File: config.mk
export PLATFORM = sky130hd
export DESIGN_NAME = sc_shuffle
export DESIGN_NICKNAME = d
export VERILOG_FILES = /design/src/rtl/sc_shuffle.sv
export SDC_FILE = /design/constraint.sdc
export NUM_CORES = 1
export LEC_CHECK = 0
export CORE_AREA = 3 3 120 122
export CTS_CLUSTER_SIZE = 28
export DETAILED_ROUTE_END_ITERATION = 7
export DIE_AREA = 0 0 123 125
export PLACE_DENSITY = 0.71
export SYNTH_ARGS = -nofsm -noshare
export SYNTH_HDL_FRONTEND = slang
export SYNTH_SLANG_ARGS = --single-unit
File: constraint.sdc
create_clock -name clk -period 2.53 [get_ports clk]
set_input_delay 0.506 -clock clk [delete_from_list [all_inputs] [get_ports clk]]
set_output_delay 0.506 -clock clk [all_outputs]
set_load 0.005 [all_outputs]
File: src/rtl/sc_shuffle.sv
// Serial-commutator FFT shuffle: re-pairs lanes DELAY accepted samples apart; outputs registered, latency DELAY samples + 1 clk.
// Define SC_SHUFFLE_FRAME_CHECK_EN to flag sof arriving at a nonzero sample count on frame_err.
package sc_shuffle_pkg;
  typedef struct packed {
    logic [15:0] re;
    logic [15:0] im;
  } complex_t;
endpackage

module sc_shuffle
  import sc_shuffle_pkg::*;
#(
  parameter int DELAY = 4
) (
  input  logic     clk,
  input  logic     rst,
  input  logic     sof,
  input  logic     in_valid,
  input  complex_t din,
  output logic     out_valid,
  output complex_t dout,
  output logic     sw_out,
  output logic     frame_err
);
  localparam int CW = $clog2(2 * DELAY);
  localparam int AW = (DELAY > 1) ? $clog2(DELAY) : 1;

  logic [CW-1:0] cnt_q, cnt_d, cnt_base;
  logic [AW-1:0] ptr_q, ptr_d;
  logic          primed_q, primed_d;
  logic          ptr_last;
  logic          s;
  logic [15:0]   bd, xa, x, y;

  // Both delay lines share one circular pointer; reading before the write at
  // the same slot yields the word written DELAY accepted samples earlier.
  logic [15:0] mem_a [DELAY];
  logic [15:0] mem_b [DELAY];

  logic     out_valid_q;
  complex_t dout_q;
  logic     sw_q;

  always_comb begin
    cnt_base = sof ? '0 : cnt_q;
    s        = cnt_base[CW-1];
    ptr_last = (ptr_q == AW'(DELAY - 1));
    bd       = mem_b[ptr_q];
    xa       = mem_a[ptr_q];
    x        = s ? bd : din.re;
    y        = s ? din.re : bd;
    cnt_d    = cnt_q;
    ptr_d    = ptr_q;
    primed_d = primed_q;
    if (in_valid) begin
      cnt_d = cnt_base + CW'(1);
      ptr_d = ptr_last ? '0 : ptr_q + AW'(1);
      if (ptr_last) primed_d = 1'b1;
    end
  end

  always_ff @(posedge clk) begin
    if (in_valid) begin
      mem_b[ptr_q] <= din.im;
      mem_a[ptr_q] <= x;
    end
  end

  always_ff @(posedge clk) begin
    if (rst) begin
      cnt_q       <= '0;
      ptr_q       <= '0;
      primed_q    <= 1'b0;
      out_valid_q <= 1'b0;
      dout_q      <= '0;
      sw_q        <= 1'b0;
    end else begin
      cnt_q       <= cnt_d;
      ptr_q       <= ptr_d;
      primed_q    <= primed_d;
      out_valid_q <= in_valid && primed_q;
      if (in_valid) begin
        dout_q.re <= xa;
        dout_q.im <= y;
        sw_q      <= s;
      end
    end
  end

`ifdef SC_SHUFFLE_FRAME_CHECK_EN
  logic frame_err_q;

  always_ff @(posedge clk) begin
    if (rst) begin
      frame_err_q <= 1'b0;
    end else begin
      frame_err_q <= in_valid && sof && (cnt_q != '0);
    end
  end

  assign frame_err = frame_err_q;
`else
  assign frame_err = 1'b0;
`endif

  assign out_valid = out_valid_q;
  assign dout      = dout_q;
  assign sw_out    = sw_q;
endmodule

==> impl_metrics.py <==
metrics = {
    "outcome": {
        "run_status": "finished, final reports clean",
    },
    "sta": {
        "hold_viol": 0,
        "relSlewSlack": 0.383,
        "skew_ns": 0.00759,
        "fmax_ghz": 0.513,
        "worstMarginPinSlew_ns": 0.925,
        "rsz0062_at_grt": "no",
        "finalSetupViolations": 0,
        "slew_viol_final": 0,
        "finalCritPeriodShare": 0.771,
        "finalSetupTns_ns": 0,
        "period_needed_ns": 1.95,
    },
    "clock_tree": {
        "cts_buffers": 17,
        "clk_path_buf_depth": 2,
        "cts_tree": "done",
        "post_cts_resized": 0,
        "holdBufCountCts": 0,
        "root_buffer": "clkbuf_16",
        "postCtsSetupBuffers": 0,
        "clk_latency_ns": 0.42,
        "clk_pin_slew_ns": 0.06,
        "htree_levels": 4,
        "clock-sinks": 170,
    },
    "global_route": {
        "grt_usage": 0.169,
        "grt-ovfl-total": 0,
        "grt_pass1_wl_um": 19400,
        "grt_pass1_vias": 3606,
        "antenna_found_initial": 0,
        "grt_max_degree": 38,
    },
    "die": {
        "die_h_um": 125,
        "die_w_um": 123,
        "placement_rows": 42,
        "boundaryPins": 71,
        "core_area_mm2": 0.0133,
        "die-area_mm2": 0.0154,
        "start_util": 0.501,
    },
    "logic_synthesis": {
        "synth_edf_count": 128,
        "async_reset_ff_frac": 0,
        "avgSynthCellArea_um2": 16.3,
        "synth_top_area_frac": 0.577,
        "syn_area_mm2": 0.00666,
        "yosysUniqueCellTypes": 24,
        "synth_most_common_cell": "edfxtp_1",
        "yosysWarnings": 0,
        "dominantRegCellSynth": "edfxtp_1",
        "ys_seq_area_frac": 0.704,
        "synth_area_leader_cell": "edfxtp_1",
        "synth.area.top_cells": "edfxtp_1, dfxtp_1, mux4_1",
        "syn_inst": 408,
        "synthTopCellsByCount": "edfxtp_1, nand2_1, dfxtp_1, nor2_1, mux2i_1",
        "syn_nets": 449,
        "ys_seq_elements": 170,
    },
    "critical_path": {
        "path_max_fanout": 32,
        "r2r_slack_ns": 0.58,
        "worstReg2RegStart": "ptr_q[1]",
        "timing.rr.end": "mem_b[0][0]",
        "cp-end-kind": "flip-flop",
        "worstSetupStartpointType": "flip-flop",
        "setup.worst_path.class": "reg2reg",
        "crit_start": "ptr_q[1]",
        "rr_worst_depth": 3,
        "critPathSlowestCell": "and2_2",
        "arrival_ns": 1.99,
        "slowest_delay_ns": 0.76,
        "crit_chain": "inv_1 > ha_1 > and2_2",
        "endpoint": "mem_b[0][0]",
        "cp_data_required_time_ns": 2.58,
    },
    "finish": {
        "layout-drive-gt1-share": 0.142,
        "postLayoutCellArea_mm2": 0.00801,
        "final_nets": 520,
        "diodes": 0,
        "layoutNonFillerInstCount": 668,
        "postLayoutCoreUtil": 0.602,
        "area_delta_synth_final_pct": 20.3,
    },
    "drt": {
        "ant_nets": 0,
        "viasPerCell": 5.40,
        "drc_errors": 0,
        "routedWlPerCell_um": 18.3,
        "drt_first_iter_violations": 165,
        "drt_wl_total_um": 12200,
        "dr.pass1.iters": 4,
        "vias": 3606,
    },
    "pwr": {
        "p_int_uw": 4780,
        "seqPwrFrac": 0.528,
        "power.switching_uw": 1310,
        "ir_drop_v": 0.000462,
        "p_clk_frac": 0.381,
        "p_per_area_mw_per_mm2": 761,
        "p_leak_uw": 0.00283,
        "p_sw_frac": 0.216,
        "combPwrFrac": 0.092,
    },
    "place": {
        "gp_congestion": 0.756,
        "dp_cells": 636,
        "io_buffer_count": 69,
        "hpwlAfterDp_um": 7750,
        "placed_area_mm2": 0.00749,
    },
    "min_path": {
        "min_path_type": "in2reg",
    },
    "flow_run": {
        "drv_cap": 0,
    },
}
==> cell type report <==
cell class / instances / area (µm²)
fillers: 996 / 5290
flip-flops and latches: 170 / 4680
multi-input cells: 208 / 1790
repair buffers: 80 / 788
clock buffers: 21 / 440
well taps: 176 / 220
clock inverters: 11 / 80.1
inverters: 2 / 7.51
==> registers in the layout (all words and copies together), names as in the netlist, named ones only <==
name and count:
cnt_q 3, dout 32, mem_a 64, mem_b 64, out_valid 1, primed_q 1
ptr_q 2, sw_out 1
==> power groups by stage <==
stage | Clock [µW] | Combinational, µW | Sequential [µW]
6_report | 2320 | 560 | 3220
5_1_grt | 2470 | 614 | 3230
4_1_cts | 2350 | 569 | 3220
3_5_place_dp | 0 | 567 | 3280
3_3_place_gp | 0 | 557 | 3270
2_1_floorplan | 0 | 345 | 3250
==> metal layers <==
layer,vias to the layer above,wire length [µm],track usage
met5,-,0,0
met4,0,148,0.0508
met3,14,721,0.0483
met2,101,5970,0.263
met1,1823,5380,0.233
li1,1668,-,-
==> cell usage in the layout (no fill, tap or decap) <==
master,netlist,final
clkbuf_1,8,4
buf_4,1,9
o21ai_0,1,1
nor2_1,42,42
bufinv_16,0,1
mux2i_1,20,20
clkinv_4,0,1
buf_2,11,2
clkinv_2,0,6
a211oi_1,1,1
nand2_1,81,81
nand2b_1,1,1
conb_1,1,1
dfxtp_1,42,42
clkinv_1,0,3
a32oi_1,1,1
a311oi_1,6,6
clkbuf_16,0,17
nor2b_2,0,1
clkdlybuf4s50_1,0,67
buf_12,2,2
nor2b_1,3,2
mux4_1,15,15
and2_2,0,4
inv_1,2,2
ha_1,5,5
edfxtp_1,128,128
mux4_2,17,17
a311oi_2,10,10
==> worst max-delay path: cells and delay by family (launching register included) <==
kind,cells,cell delay (ns)
flip-flops,1,0.49
adder cells (fa/ha/maj),1,0.15
buffers and inverters,1,0.16
AND/OR/NAND/NOR,1,0.76
==> worst min-delay path by stage <==
stage                        start        end  slack (ns)  cells past startpoint
after global routing           rst   dout[22]        0.46                      2
after floorplan           primed_q  out_valid        0.42                      2
after detailed placement  primed_q  out_valid        0.45                      2
after global placement    primed_q  out_valid        0.45                      2
final                          rst   dout[22]        0.45                      2
after CTS                      rst   dout[23]        0.45                      2
==> metrics by stage <==
stage | power [µW] | hold WS (ns) | setup slack (ns)
2_1_floorplan | 3590 | 0.419 | 0.256
3_3_place_gp | 3830 | 0.451 | 0.582
3_5_place_dp | 3840 | 0.453 | 0.529
4_1_cts | 6140 | 0.446 | 0.557
5_1_grt | 6310 | 0.461 | 0.435
6_report | 6100 | 0.455 | 0.581
==> cells by family after synthesis <==
family,after synthesis,synth area share
AOI/OAI and AO/OA,19,0.0336
other,1,0.000563
adders and majority gates,5,0.00940
buffers and inverters,30,0.0289
DFF,170,0.704
and+or+nand+nor,131,0.0769
muxes,52,0.147
No activity file was read; power rests on OpenSTA's default activity.
